**config.mk**
```make
export PLATFORM = sky130hd
export DESIGN_NAME = processor_param
export DESIGN_NICKNAME = d
export VERILOG_FILES = /design/src/rtl/processor_param.sv
export SDC_FILE = /design/constraint.sdc
export NUM_CORES = 1
export LEC_CHECK = 0
export ABC_AREA = 0
export BUFFER_PORTS_ARGS = -buffer_cell sky130_fd_sc_hd__buf_2
export CAP_MARGIN = 5
export CORE_MARGIN = 1.5
export CORE_UTILIZATION = 45
export CTS_BUF_LIST = sky130_fd_sc_hd__clkbuf_4 sky130_fd_sc_hd__clkbuf_8
export CTS_CLUSTER_SIZE = 25
export DETAILED_ROUTE_END_ITERATION = 10
export PLACE_DENSITY_LB_ADDON = 0.12
export SLEW_MARGIN = 40
export SYNTH_ARGS = -nofsm -noshare
export SYNTH_HDL_FRONTEND = slang
export SYNTH_SLANG_ARGS = --single-unit
```
**constraint.sdc**
```tcl
create_clock -name clock -period 5 [get_ports clock]
set_clock_uncertainty 0.1 [all_clocks]
set_input_delay 0.5 -clock clock [delete_from_list [all_inputs] [get_ports clock]]
set_output_delay 0.5 -clock clock [all_outputs]
set_load 0.02 [all_outputs]
```
**src/rtl/processor_param.sv**
```systemverilog
// rtl/processor_param.sv - parametrised accumulator processor with on-chip program/data memory
// Two-cycle FETCH/EXEC core with a LOAD/HALT window for external memory writes and restart.
module processor_param #(
  parameter int DATA_W = 8,
  parameter int ADDR_W = 5
) (
  input  logic              clock,
  input  logic              reset,
  input  logic              enter,
  input  logic [DATA_W-1:0] dataIn,
  input  logic              start,
  input  logic              loadWe,
  input  logic [ADDR_W-1:0] loadAddr,
  input  logic [DATA_W-1:0] loadData,
  output logic [DATA_W-1:0] dataOut,
  output logic              outValid,
  output logic              waiting,
  output logic              halt
);

  localparam int DEPTH = 2 ** ADDR_W;

  localparam logic [2:0] OP_LDA  = 3'b000;
  localparam logic [2:0] OP_STA  = 3'b001;
  localparam logic [2:0] OP_ADD  = 3'b010;
  localparam logic [2:0] OP_SUB  = 3'b011;
  localparam logic [2:0] OP_IN   = 3'b100;
  localparam logic [2:0] OP_JZ   = 3'b101;
  localparam logic [2:0] OP_JPOS = 3'b110;
  localparam logic [2:0] OP_SYS  = 3'b111;

  typedef enum logic [2:0] {
    S_LOAD,
    S_FETCH,
    S_EXEC,
    S_INPUT,
    S_HALT
  } state_t;

  state_t              r_state;
  logic [DATA_W-1:0]   r_a;
  logic [ADDR_W-1:0]   r_pc;
  logic [2:0]          r_ir_op;
  logic [ADDR_W-1:0]   r_ir_addr;
  logic [DATA_W-1:0]   r_data_out;
  logic                r_out_valid;
  logic                r_enter_prev;
  logic [DATA_W-1:0]   r_mem [0:DEPTH-1];

  logic                w_idle;
  logic [DATA_W-1:0]   w_operand;
  logic                w_mem_we;
  logic [ADDR_W-1:0]   w_mem_addr;
  logic [DATA_W-1:0]   w_mem_wdata;

  assign w_idle    = (r_state == S_LOAD) || (r_state == S_HALT);
  assign w_operand = r_mem[r_ir_addr];

  // Load port and STA share the single write port; they can never collide since
  // the load port is only live while the core is idle.
  always_comb begin
    w_mem_we    = 1'b0;
    w_mem_addr  = loadAddr;
    w_mem_wdata = loadData;
    if (w_idle && loadWe) begin
      w_mem_we = 1'b1;
    end else if ((r_state == S_EXEC) && (r_ir_op == OP_STA)) begin
      w_mem_we    = 1'b1;
      w_mem_addr  = r_ir_addr;
      w_mem_wdata = r_a;
    end
  end

  // No reset here so a loaded program survives reset; an asynchronous reset drops
  // the state out of EXEC before the edge, which suppresses an in-flight STA.
  always_ff @(posedge clock) begin
    if (w_mem_we) begin
      r_mem[w_mem_addr] <= w_mem_wdata;
    end
  end

  always_ff @(posedge clock or negedge reset) begin
    if (!reset) begin
      r_state      <= S_LOAD;
      r_a          <= '0;
      r_pc         <= '0;
      r_ir_op      <= '0;
      r_ir_addr    <= '0;
      r_data_out   <= '0;
      r_out_valid  <= 1'b0;
      r_enter_prev <= 1'b0;
    end else begin
      r_enter_prev <= enter;
      r_out_valid  <= 1'b0;
      case (r_state)
        S_LOAD, S_HALT: begin
          if (start) begin
            r_pc    <= '0;
            r_state <= S_FETCH;
          end
        end
        S_FETCH: begin
          r_ir_op   <= r_mem[r_pc][DATA_W-1 -: 3];
          r_ir_addr <= r_mem[r_pc][ADDR_W-1:0];
          r_pc      <= r_pc + 1'b1;
          r_state   <= S_EXEC;
        end
        S_EXEC: begin
          r_state <= S_FETCH;
          case (r_ir_op)
            OP_LDA:  r_a <= w_operand;
            OP_STA:  ;
            OP_ADD:  r_a <= r_a + w_operand;
            OP_SUB:  r_a <= r_a - w_operand;
            OP_IN:   r_state <= S_INPUT;
            OP_JZ: begin
              if (r_a == '0) r_pc <= r_ir_addr;
            end
            OP_JPOS: begin
              if (!r_a[DATA_W-1] && (r_a != '0)) r_pc <= r_ir_addr;
            end
            OP_SYS: begin
              case (r_ir_addr[1:0])
                2'b00: r_state <= S_HALT;
                2'b01: begin
                  r_data_out  <= r_a;
                  r_out_valid <= 1'b1;
                end
                2'b10: r_a <= r_a << 1;
                2'b11: r_a <= r_a >> 1;
                default: ;
              endcase
            end
            default: ;
          endcase
        end
        S_INPUT: begin
          if (enter && !r_enter_prev) begin
            r_a     <= dataIn;
            r_state <= S_FETCH;
          end
        end
        default: r_state <= S_LOAD;
      endcase
    end
  end

  assign dataOut  = r_data_out;
  assign outValid = r_out_valid;
  assign waiting  = (r_state == S_INPUT);
  assign halt     = (r_state == S_HALT);

endmodule

```
==> results by group <==
Setup path
  – Critical path endpoint category: register
  – Worst EP required: 5.34 ns
  – CP startpoint kind: register
  – CP Class: register to register
  – Critical path arrival: 4.99 ns
  – CP max FO: 24

Timing
  – Slew HR: 46.3%
  – Setup TNS: 0 ns
  – Final setup vio count: 0
  – Worst-Margin Slew: 0.803 ns
  – Period utilization: 93.0%
  – Slew Viols, Final: 0
  – WHS: 0.0636 ns
  – Final hold vios: 0
  – Tmin final: 4.65 ns
  – F_max: 215 MHz
  – RSZ-0062 raised after global routing: no

Layout
  – Syn-to-layout area delta: 12.8%
  – Nets: 964
  – Commonest non-fill, non-tap cells in the layout: edfxtp_1, mux4_2, clkbuf_8, nor2_1, nand2_1
  – Commonest non-fill, non-tap cell in the layout: edfxtp_1
  – Share of layout cells above drive strength 1: 36.3%
  – Total inserted antenna cells: 0

Clock tree
  – CTS sink count: 290
  – CTS root buf: clkbuf_8
  – CTS tree: done
  – Clock buffer count from CTS: 49
  – H-tree depth: 2
  – Clk buf depth: 3
  – Clock Pin Slew Worst Setup and Hold Paths: 0.06 ns
  – Worst-skew pair later-pin latency: 0.57 ns

Pwr
  – Total power: 9.52 mW
  – Pint: 5.94 mW
  – Clock power frac: 22.2%
  – Logic pwr share: 43.4%
  – P_sw: 3.58 mW
  – Switching share of power: 37.6%
  – VDD IR max: 0.267 mV
  – Flop pwr share: 34.4%
  – PD cells: 587 nW/um^2
  – Leakage: 5.44 nW

Run
  – Max Cap Viol: 0

Min path
  – Worst Hold Class: input pin to register

Synth
  – Synth Cell Area: 14,400 sq um
  – Synth Net Count: 885
  – #FFs+latches synth: 290
  – Yosys cell types: 58
  – Number of synthesized flops with an enable pin: 256
  – Syn Inst Count: 849
  – Sequential area share after synthesis: 59.4%
  – Post-synth top flop: edfxtp_1
  – Synthesized area per cell: 16.9 sq um
  – Synth warn: 0
  – Ys async rst share: 11.7%

Routing
  – Drt total wl: 39,500 microns
  – Iter 0 DRT Violations: 866
  – Antenna-violating nets left: 0
  – Avg Vias per Cell: 6.37
  – Via Count: 8,701
  – # DRC: 0
  – Routed wire per std cell: 28.9 microns
  – TritonRoute pass-1 iters: 5

Die
  – Initial core utilization: 45.7%
  – Num ports: 37
  – Full die area: 33,000 sq um
  – Rows: 65
  – Die height: 182 microns
  – Die width: 182 microns
  – Core region area: 31,500 sq um

Placed design
  – Port Buffers: 36
  – Placer Congestion: 0.884
  – Post-DP HPWL: 26,700 microns

GRT
  – Gr usage total: 24.4%
  – Pin count of the biggest net entering global routing: 59
  – Number of global-route vias before repair: 8,867
  – First-pass GRT wire length: 58,200 microns
  – Initial antenna violation count: 1
  – Total grt overflow: 0

Status
  – Status: finished clean
[kinds of logic (layout without fill, tap and decap cells)]
family | count (synthesis) | count (layout) | share of synthesized area, %
AOI/OAI and AO/OA | 118 | 118 | 5.17
xor gates and xnor gates | 12 | 12 | 0.731
adders and majority gates | 10 | 10 | 0.922
buffers and inverters | 69 | 184 | 2.49
DFF | 290 | 290 | 59.4
muxes | 189 | 189 | 25.9
and+or+nand+nor | 161 | 161 | 5.39
[stage by stage]
step / worst slack, ns / std cells / instance area (sq um) / utilization, %
2_1_floorplan: 0.945 / 849 / 14400 / -
3_3_place_gp: 0.300 / 1273 / 15100 / 47.9
3_5_place_dp: 0.247 / 1274 / 15200 / 48.2
4_1_cts: 0.215 / 1363 / 16200 / 51.3
5_1_grt: 0.0722 / 1366 / 16200 / 51.5
6_report: 0.348 / 1366 / 16200 / 51.5
[final timing paths]
path / from / endpoint / slack, ns / cells after the start
worst max-delay path: r_ir_addr[1] / r_a[7] / 0.35 / 15
worst min-delay path: start / r_state[2] / 0.06 / 2
worst max register to register: r_ir_addr[1] / r_a[7] / 0.35 / 15
worst min register to register: dataOut[1] / dataOut[1] / 0.40 / 1
max in group asynchronous: reset / r_ir_addr[0] / 4.10 / 2
min in group asynchronous: reset / r_pc[0] / 0.33 / 2
[Yosys cell counts (11+ instances only)]
| master | number | area share (%) |
|---|---|---|
| a21oi_1 | 18 | 0.63 |
| buf_1 | 11 | 0.29 |
| clkbuf_1 | 24 | 0.63 |
| dfrtp_1 | 34 | 5.9 |
| edfxtp_1 | 256 | 53 |
| inv_1 | 13 | 0.34 |
| mux2_2 | 25 | 2.0 |
| mux2i_1 | 24 | 1.7 |
| mux4_1 | 14 | 2.6 |
| mux4_2 | 126 | 20 |
| nand2_1 | 42 | 1.1 |
| nand2b_1 | 11 | 0.48 |
| nor2_1 | 56 | 1.5 |
| o21ai_0 | 33 | 1.1 |
| o22ai_1 | 28 | 1.2 |
[power by group through the flow]
stage	Combinational [mW]	Sequential (mW)	Clock [mW]
after floorplan	3.25	3.01	0
after global placement	3.95	3.40	0
after detailed placement	4.05	3.36	0
after CTS	4.06	3.31	2.15
after global routing	4.46	3.31	2.25
final	4.13	3.27	2.11
[final cells by class]
type,count,area (sq um)
Multi-Input combinational cell,490,5560
Tap cell,402,503
Sequential cell,290,8550
Inverter,15,56.3
Timing Repair Buffer,82,577
Fill cell,2557,15300
Clock buffer,67,822
Clock inverter,20,144
[sequential cells by signal, summed over array words and instances, names as in the netlist]
register / cells
dataOut: 8
outValid: 1
r_a: 8
r_enter_prev: 1
r_ir_addr: 5
r_ir_op: 3
r_mem: 256
r_pc: 5
r_state: 3
[routing by layer]
| metal | vias to the layer above | routed length (microns) | GRT usage (%) |
|---|---|---|---|
| li1 | 3674 | - | - |
| met1 | 4544 | 16300 | 32.8 |
| met2 | 396 | 18700 | 39.0 |
| met3 | 85 | 3150 | 5.88 |
| met4 | 2 | 1270 | 8.57 |
| met5 | - | 9 | 0 |
[what timing repair did]
action	CTS	global route
endpoints found under the setup margin	0	1
gates resized for setup	0	1
hold buffers	2	0
hold endpoints to repair	35	0
buffers inserted	0	1
[critical path: stages, from the launching register on]
cell       delay (ns)
dfrtp_2          0.81
buf_4            0.42
a221oi_1         0.13
a2111oi_1        0.61
nor3_2           0.12
buf_4            0.19
o21ai_0          0.34
inv_1            0.09
ha_1             0.27
nor2b_1          0.12
o21ai_0          0.24
a21oi_1          0.14
o41ai_1          0.33
xnor2_1          0.14
xnor2_1          0.14
a221o_1          0.32
Note: power is estimated with default switching activity, not from simulation.
